--- config.mk ---
export PLATFORM = sky130hd
export DESIGN_NAME = bin_video_src
export DESIGN_NICKNAME = d
export VERILOG_FILES = /design/src/rtl/bin_video_src.sv
export SDC_FILE = /design/constraint.sdc
export NUM_CORES = 1
export LEC_CHECK = 0
export CAP_MARGIN = 20
export CORE_ASPECT_RATIO = 1.1
export CORE_MARGIN = 2
export CORE_UTILIZATION = 30
export DETAILED_ROUTE_END_ITERATION = 10
export GPL_TIMING_DRIVEN = 0
export SYNTH_ARGS = -nofsm -noshare
export SYNTH_HDL_FRONTEND = slang
export SYNTH_SLANG_ARGS = --single-unit
--- constraint.sdc ---
create_clock -name clk -period 2.3 [get_ports clk]
set_input_delay 0.345 -clock clk [delete_from_list [all_inputs] [get_ports clk]]
set_output_delay 0.345 -clock clk [all_outputs]
set_load 0.02 [all_outputs]
--- src/rtl/bin_video_src.sv ---
// ---------------------------------------------------------------------------
// bin_video_src
//   Binary video stream source. It generates frame timing (vsync, href,
//   clken) and one pixel bit per clken. The post_* stream uses the format
//   that the 3x3 morphology blocks take on their per_* inputs.
//
//   Frame sequence: IDLE -> FRONT -> ACTIVE <-> HBLANK -> GAP -> FRONT|IDLE.
//   Every line, front or active, lasts H_ACTIVE*CLKEN_DIV + H_BLANK cycles.
//
// Ports
//   clk               in   pixel clock
//   rst               in   synchronous, active-high reset
//   enable            in   start or continue frame generation
//   pattern_sel[1:0]  in   0 zero, 1 single dot, 2 checker x^y, 3 stripes x[3]
//   post_frame_vsync  out  high for the whole frame (front + active lines)
//   post_frame_href   out  high during the active pixels of a line
//   post_frame_clken  out  pixel-valid strobe, only while href is high
//   post_img_Bit      out  pixel value, 0 whenever href is low
//   frame_done        out  one-cycle pulse on the cycle vsync falls
// ---------------------------------------------------------------------------
module bin_video_src #(
    parameter int H_ACTIVE  = 640,
    parameter int V_ACTIVE  = 480,
    parameter int H_BLANK   = 16,
    parameter int V_FRONT   = 2,
    parameter int V_GAP     = 32,
    parameter int CLKEN_DIV = 1,
    parameter int DOT_X     = 320,
    parameter int DOT_Y     = 240
) (
    input  logic       clk,
    input  logic       rst,
    input  logic       enable,
    input  logic [1:0] pattern_sel,
    output logic       post_frame_vsync,
    output logic       post_frame_href,
    output logic       post_frame_clken,
    output logic       post_img_Bit,
    output logic       frame_done
);

    localparam int ACT_LEN  = H_ACTIVE * CLKEN_DIV;
    localparam int LINE_LEN = ACT_LEN + H_BLANK;
    // vsync must fall for at least one cycle so that frame_done has a home.
    localparam int GAP_LEN  = (V_GAP < 1) ? 1 : V_GAP;

    // Terminal counts. A terminal count whose state can never be entered
    // (for example HB_LAST when H_BLANK=0) wraps to all-ones and is never used.
    localparam logic [15:0] ACT_LAST   = 16'(ACT_LEN - 1);
    localparam logic [15:0] LINE_LAST  = 16'(LINE_LEN - 1);
    localparam logic [15:0] HB_LAST    = 16'(H_BLANK - 1);
    localparam logic [15:0] GAP_LAST   = 16'(GAP_LEN - 1);
    localparam logic [11:0] DIV_LAST   = 12'(CLKEN_DIV - 1);
    localparam logic [11:0] FRONT_LAST = 12'(V_FRONT - 1);
    localparam logic [11:0] Y_LAST     = 12'(V_ACTIVE - 1);
    localparam logic [11:0] DOT_X12    = 12'(DOT_X);
    localparam logic [11:0] DOT_Y12    = 12'(DOT_Y);

    typedef enum logic [2:0] {
        S_IDLE,
        S_FRONT,
        S_ACTIVE,
        S_HBLANK,
        S_GAP
    } state_t;

    state_t      r_state;
    logic [15:0] r_cnt;     // cycle within the current phase
    logic [11:0] r_line;    // front-porch line index
    logic [11:0] r_div;     // position inside a CLKEN_DIV group
    logic [11:0] r_x;
    logic [11:0] r_y;
    logic [1:0]  r_sel;     // pattern frozen for the current frame
    logic        r_vsync;
    logic        r_href;
    logic        r_clken;
    logic        r_bit;
    logic        r_done;

    function automatic logic pixel(input logic [1:0]  sel,
                                   input logic [11:0] x,
                                   input logic [11:0] y);
        case (sel)
            2'd0:    return 1'b0;
            2'd1:    return (x == DOT_X12) && (y == DOT_Y12);
            2'd2:    return x[0] ^ y[0];
            default: return x[3];
        endcase
    endfunction

    logic        w_frame_start;
    logic        w_act_last;
    logic        w_line_end;
    logic        w_last_line;
    logic        w_front_done;
    logic        w_frame_end;
    logic        w_line_start;
    logic [11:0] w_start_y;
    logic [1:0]  w_sel;
    logic [11:0] w_next_x;
    logic        w_start_bit;

    // A new frame starts from IDLE, or back-to-back at the end of GAP.
    assign w_frame_start = enable &&
                           ((r_state == S_IDLE) ||
                            ((r_state == S_GAP) && (r_cnt == GAP_LAST)));
    assign w_act_last    = (r_state == S_ACTIVE) && (r_cnt == ACT_LAST);
    // With no horizontal blanking the line ends on its last active cycle, so
    // href stays high straight into the next line.
    assign w_line_end    = ((r_state == S_HBLANK) && (r_cnt == HB_LAST)) ||
                           (w_act_last && (H_BLANK == 0));
    assign w_last_line   = (r_y == Y_LAST);
    assign w_front_done  = (r_state == S_FRONT) && (r_cnt == LINE_LAST) &&
                           (r_line == FRONT_LAST);
    assign w_frame_end   = w_line_end && w_last_line;
    assign w_line_start  = w_front_done || (w_line_end && !w_last_line) ||
                           (w_frame_start && (V_FRONT == 0));
    assign w_start_y     = w_line_end ? r_y + 12'd1 : 12'd0;
    // At a frame start the first pixel must already use the new pattern.
    assign w_sel         = w_frame_start ? pattern_sel : r_sel;
    assign w_next_x      = r_x + 12'd1;
    assign w_start_bit   = pixel(w_sel, 12'd0, w_start_y);

    // NOTE: state and outputs are updated with non-blocking assignments, so
    // every branch reads the pre-edge values and all outputs move together.
    always_ff @(posedge clk) begin
        if (rst) begin
            r_state <= S_IDLE;
            r_cnt   <= '0;
            r_line  <= '0;
            r_div   <= '0;
            r_x     <= '0;
            r_y     <= '0;
            r_sel   <= '0;
            r_vsync <= 1'b0;
            r_href  <= 1'b0;
            r_clken <= 1'b0;
            r_bit   <= 1'b0;
            r_done  <= 1'b0;
        end else begin
            r_done <= 1'b0;
            if (w_frame_start) begin
                r_sel <= pattern_sel;
            end

            if (w_line_start) begin
                r_state <= S_ACTIVE;
                r_cnt   <= '0;
                r_div   <= '0;
                r_line  <= '0;
                r_x     <= '0;
                r_y     <= w_start_y;
                r_vsync <= 1'b1;
                r_href  <= 1'b1;
                r_clken <= 1'b1;
                r_bit   <= w_start_bit;
            end else if (w_frame_end) begin
                r_state <= S_GAP;
                r_cnt   <= '0;
                r_x     <= '0;
                r_y     <= '0;
                r_vsync <= 1'b0;
                r_href  <= 1'b0;
                r_clken <= 1'b0;
                r_bit   <= 1'b0;
                r_done  <= 1'b1;
            end else if (w_frame_start) begin
                // Only reached when there are front-porch lines.
                r_state <= S_FRONT;
                r_cnt   <= '0;
                r_line  <= '0;
                r_vsync <= 1'b1;
                r_href  <= 1'b0;
                r_clken <= 1'b0;
                r_bit   <= 1'b0;
            end else begin
                case (r_state)
                    S_FRONT: begin
                        if (r_cnt == LINE_LAST) begin
                            r_cnt  <= '0;
                            r_line <= r_line + 12'd1;
                        end else begin
                            r_cnt <= r_cnt + 16'd1;
                        end
                    end
                    S_ACTIVE: begin
                        if (w_act_last) begin
                            r_state <= S_HBLANK;
                            r_cnt   <= '0;
                            r_x     <= '0;
                            r_href  <= 1'b0;
                            r_clken <= 1'b0;
                            r_bit   <= 1'b0;
                        end else begin
                            r_cnt <= r_cnt + 16'd1;
                            if (r_div == DIV_LAST) begin
                                r_div   <= '0;
                                r_x     <= w_next_x;
                                r_clken <= 1'b1;
                                r_bit   <= pixel(r_sel, w_next_x, r_y);
                            end else begin
                                // Bit holds until the next clken.
                                r_div   <= r_div + 12'd1;
                                r_clken <= 1'b0;
                            end
                        end
                    end
                    S_HBLANK: begin
                        r_cnt <= r_cnt + 16'd1;
                    end
                    S_GAP: begin
                        if (r_cnt == GAP_LAST) begin
                            r_state <= S_IDLE;
                            r_cnt   <= '0;
                        end else begin
                            r_cnt <= r_cnt + 16'd1;
                        end
                    end
                    default: begin
                        r_state <= S_IDLE;
                    end
                endcase
            end
        end
    end

    assign post_frame_vsync = r_vsync;
    assign post_frame_href  = r_href;
    assign post_frame_clken = r_clken;
    assign post_img_Bit     = r_bit;
    assign frame_done       = r_done;

endmodule

==> metrics.cfg <==
[timing]
setup-violations-final=29
totalNegativeSetupSlack_ns=-2.13
fmax_mhz=412
final_critical_delay_including_setup_and_external_delays_ns=2.43
timing.clock.skew_ns=0.00897
timing_max_transition_violations_final=0
grt_setup_unrepaired=true
hold_viol=0
actual_slew_at_the_worst_max_slew_pin_ns=0.658
timing.max_slew.rel_slack_pct=55.8
post-route-worst-setup-slack_ns=-0.129
timing.final.crit_share_pct=106

[min_path]
hold_start=rst
min-delay-path-class=in -> reg

[floorplan]
core_area_sq_um=13300
die_y_microns=127
start_util_pct=30.9
rows=44
die-area_sq_um=14700
ioPinCount=10
floorplan.die.width_microns=116

[drt]
met1_length_microns=4770
wire_length_after_detailed_routing_microns=10900
wl_met3_microns=321
route.met2.wl_microns=5500
drt_drc_violations_left=0
maxUsedRoutingLayer=met4
num_vias=3939
vias_per_cell=5.24
dr.pass1.iters=5
detailedRoute.firstIterationViolations=263
wire_per_inst_microns=14.5
drtAntennaViolNets=0

[global_route]
grt_pass1_vias=3775
antenna_found_initial=0
pin_count_of_the_biggest_net_entering_global_routing=13
gr-total-overflow=0
wire_length_of_the_first_global_routing_pass_microns=17500
globalRouteTotalUtil_pct=14.8

[critical_path]
cp_max_fo=4
worst_ep_arrival_time_ns=2.66
timing.critical_path.required_ns=2.53
rr_startpoint=r_cnt[13]$_SDFFE_PP0P_
critPathLaunchType=register
timing.critical_path.to_type=register
worst-setup-path-type=reg -> reg
setup.worst_path.start=r_cnt[13]$_SDFFE_PP0P_

[logic_synthesis]
synth_warnings=0
post_synth_num_cell_types=61
primary_ff_master_synth=sky130_fd_sc_hd__dfxtp_1
synthCells=506
synth.top_cell.area_share_pct=36.0
postSynthAreaPerCell_sq_um=8.14
synth_area_sq_um=4120
netlist_top_cells_area=sky130_fd_sc_hd__dfxtp_1, sky130_fd_sc_hd__nor2_1, sky130_fd_sc_hd__xnor2_1, sky130_fd_sc_hd__xor2_1, sky130_fd_sc_hd__nand3_1
yosysTopAreaCell=sky130_fd_sc_hd__dfxtp_1
synth-seq-cells=74
synth-async-reset-ratio_pct=0
synth-seq-area-share_pct=36.0
synth_enable_flop_cells=0
syn_nets=520

[power_and_ir_drop]
switchingPower_uw=791
peakVddDrop_mv=0.366
power.combinational.fraction_pct=13.3
leakage_nw=1.82
clock_power_share_pct=44.1
power.total_mw=3.12
powerDensity_nw_per_um2=577
p_seq_share_pct=42.6
netSwitchingFraction_pct=25.4
internal_power_contribution_mw=2.33

[finish]
final-seq-area_sq_um=1490
post_route_cells_drive_above_1_share_pct=21.5
finalNetCount=577
fill_cells=1285
diodes=0
area_growth_syn_to_layout_pct=31.2
multi_input_logic_area_sq_um=2730

[clock_network]
clock_tree.root_cell=sky130_fd_sc_hd__clkbuf_16
cts-root-to-sink-buffers=2
cts_tree=done
worstSkewPairLatency_ns=0.34
clock_tree.htree_level_count=3
cts_made_buffers=9
cts_hold_buffers=0
cts.sinks=74
path_clk_slew_ns=0.06

[flow_run]
maxCapViolations=0

[run_status]
failed_checks=setup timing
status=finished, violations left

[placed_design]
io_buffers=8
hpwl_after_detailed_placement_microns=6980
gpl.final_weighted_congestion=0.847

## power groups by stage
stage	clock (mW)	sequential, mW	combinational [mW]
finish	1.38	1.33	0.415
global route	1.46	1.33	0.445
CTS	1.40	1.33	0.385
detailed placement	0	1.36	0.280
global placement	0	1.36	0.275
floorplan	0	1.36	0.196
## stage by stage
stage / setup WS (ns) / hold slack [ns] / utilization, % / std cells / instance area (sq um)
finish: -0.129 / 0.401 / 40.5 / 752 / 5400
detailed placement: -0.523 / 0.459 / 33.2 / 698 / 4430
floorplan: -0.000937 / 0.462 / - / 506 / 4120
CTS: -0.121 / 0.390 / 38.7 / 738 / 5150
global placement: -0.470 / 0.447 / 33.2 / 698 / 4430
global route: -0.185 / 0.451 / 40.5 / 752 / 5400
## cell usage in the layout (no fill, tap or decap), types with 5 or more instances in the layout
| master | instances |
|---|---|
| sky130_fd_sc_hd__nand4_1 | 14 |
| sky130_fd_sc_hd__clkbuf_16 | 10 |
| sky130_fd_sc_hd__buf_6 | 7 |
| sky130_fd_sc_hd__dfxtp_1 | 68 |
| sky130_fd_sc_hd__a31oi_1 | 6 |
| sky130_fd_sc_hd__dfxtp_2 | 5 |
| sky130_fd_sc_hd__xnor2_1 | 28 |
| sky130_fd_sc_hd__o211ai_1 | 6 |
| sky130_fd_sc_hd__nor2_1 | 77 |
| sky130_fd_sc_hd__clkdlybuf4s50_1 | 8 |
| sky130_fd_sc_hd__o21ai_0 | 13 |
| sky130_fd_sc_hd__or3_1 | 5 |
| sky130_fd_sc_hd__o21ai_1 | 5 |
| sky130_fd_sc_hd__nand2_1 | 29 |
| sky130_fd_sc_hd__a21oi_1 | 12 |
| sky130_fd_sc_hd__nor3_1 | 21 |
| sky130_fd_sc_hd__clkbuf_1 | 9 |
| sky130_fd_sc_hd__o31ai_1 | 5 |
| sky130_fd_sc_hd__nor3b_1 | 6 |
| sky130_fd_sc_hd__ha_1 | 9 |
| sky130_fd_sc_hd__and3_1 | 12 |
| sky130_fd_sc_hd__and4_1 | 5 |
| sky130_fd_sc_hd__buf_4 | 31 |
| sky130_fd_sc_hd__inv_1 | 19 |
| sky130_fd_sc_hd__xor2_1 | 20 |
| sky130_fd_sc_hd__nand3_1 | 23 |
## logic make-up (layout without fill, tap and decap cells)
logic type	count (synthesis)	count (layout)	synth area share, %
and+or+nand+nor	243	244	30.9
AOI/OAI and AO/OA	86	86	14.3
DFF	74	74	36.0
xor gates and xnor gates	49	49	10.4
buffers and inverters	41	102	4.74
adders and majority gates	9	9	2.74
muxes	4	4	0.973
## final timing paths
path	end	slack [ns]	depth (start not counted)
setup / recovery	post_img_Bit$_SDFFE_PP0P_	-0.13	8
hold reg to reg	post_frame_href$_SDFFE_PP0P_	0.47	2
hold / removal	r_sel[1]$_SDFF_PP0_	0.40	2
setup reg to reg	post_img_Bit$_SDFFE_PP0P_	-0.13	8
## cells in the mapped netlist (2+ instances only)
| library cell | n |
|---|---|
| sky130_fd_sc_hd__nand3b_1 | 3 |
| sky130_fd_sc_hd__buf_2 | 2 |
| sky130_fd_sc_hd__ha_1 | 9 |
| sky130_fd_sc_hd__nand2_1 | 29 |
| sky130_fd_sc_hd__a21o_1 | 4 |
| sky130_fd_sc_hd__a211oi_1 | 2 |
| sky130_fd_sc_hd__o31ai_1 | 6 |
| sky130_fd_sc_hd__dfxtp_1 | 74 |
| sky130_fd_sc_hd__and4b_1 | 2 |
| sky130_fd_sc_hd__or4_1 | 2 |
| sky130_fd_sc_hd__nand3_1 | 25 |
| sky130_fd_sc_hd__o211ai_1 | 6 |
| sky130_fd_sc_hd__a2111oi_0 | 2 |
| sky130_fd_sc_hd__nor4bb_1 | 2 |
| sky130_fd_sc_hd__nor2_1 | 79 |
| sky130_fd_sc_hd__a31oi_1 | 7 |
| sky130_fd_sc_hd__o2111ai_1 | 8 |
| sky130_fd_sc_hd__or3_1 | 6 |
| sky130_fd_sc_hd__o21a_1 | 2 |
| sky130_fd_sc_hd__nand4_1 | 14 |
| sky130_fd_sc_hd__o21ai_0 | 20 |
| sky130_fd_sc_hd__nor3_1 | 21 |
| sky130_fd_sc_hd__xnor2_1 | 29 |
| sky130_fd_sc_hd__or3_2 | 2 |
| sky130_fd_sc_hd__nor4_1 | 9 |
| sky130_fd_sc_hd__and4_1 | 5 |
| sky130_fd_sc_hd__or2_2 | 2 |
| sky130_fd_sc_hd__or4_4 | 3 |
| sky130_fd_sc_hd__nor2_2 | 3 |
| sky130_fd_sc_hd__inv_1 | 19 |
| sky130_fd_sc_hd__xor2_1 | 20 |
| sky130_fd_sc_hd__nor2b_1 | 4 |
| sky130_fd_sc_hd__clkbuf_1 | 16 |
| sky130_fd_sc_hd__and3_1 | 13 |
| sky130_fd_sc_hd__and2_1 | 3 |
| sky130_fd_sc_hd__nor3b_1 | 7 |
| sky130_fd_sc_hd__o22ai_1 | 3 |
| sky130_fd_sc_hd__a21oi_1 | 14 |
| sky130_fd_sc_hd__mux2i_1 | 4 |
| sky130_fd_sc_hd__nand2b_1 | 4 |
## routing by layer
layer,up-vias,global-route usage (%)
li1,1931,-
met3,28,2.44
met4,0,7.56
met2,69,24.9
met1,1911,17.9
met5,-,0
## flip-flops by register name, indices dropped and copies added (netlist names)
name and flops:
post_frame_clken 1, post_img_Bit 1, r_line 12, post_frame_vsync 1, r_sel 2, r_x 12
r_state 3, r_cnt 16, r_div 12, post_frame_href 1, frame_done 1, r_y 12
## area by class of cell
class                   instances  share of cell area (%)
plain buffers                  18                    2.34
clock buffers                  10                    4.24
inverters                      19                    1.32
clock inverters                 6                    1.07
flip-flops and latches         74                    27.6
well taps                     184                    4.26
repair buffers                 49                    8.69
multi-input cells             392                    50.5
## timing repair
| item | CTS | global route |
|---|---|---|
| buffers inserted | 23 | 15 |
| pin swaps | 20 | 16 |
| endpoints found under the setup margin | 71 | 69 |
| resized for setup | 48 | 40 |
| gates cloned | 3 | 3 |
## critical path, cell delays in order (launching register included)
cell and delay, ns:
sky130_fd_sc_hd__dfxtp_4 0.34, sky130_fd_sc_hd__or4_4 0.52, sky130_fd_sc_hd__or4_4 0.58, sky130_fd_sc_hd__a21oi_4 0.24
sky130_fd_sc_hd__buf_4 0.14, sky130_fd_sc_hd__buf_4 0.11, sky130_fd_sc_hd__or3_2 0.10, sky130_fd_sc_hd__a21oi_1 0.06
sky130_fd_sc_hd__o2111a_1 0.23
No activity file was read; power rests on OpenSTA's default activity.
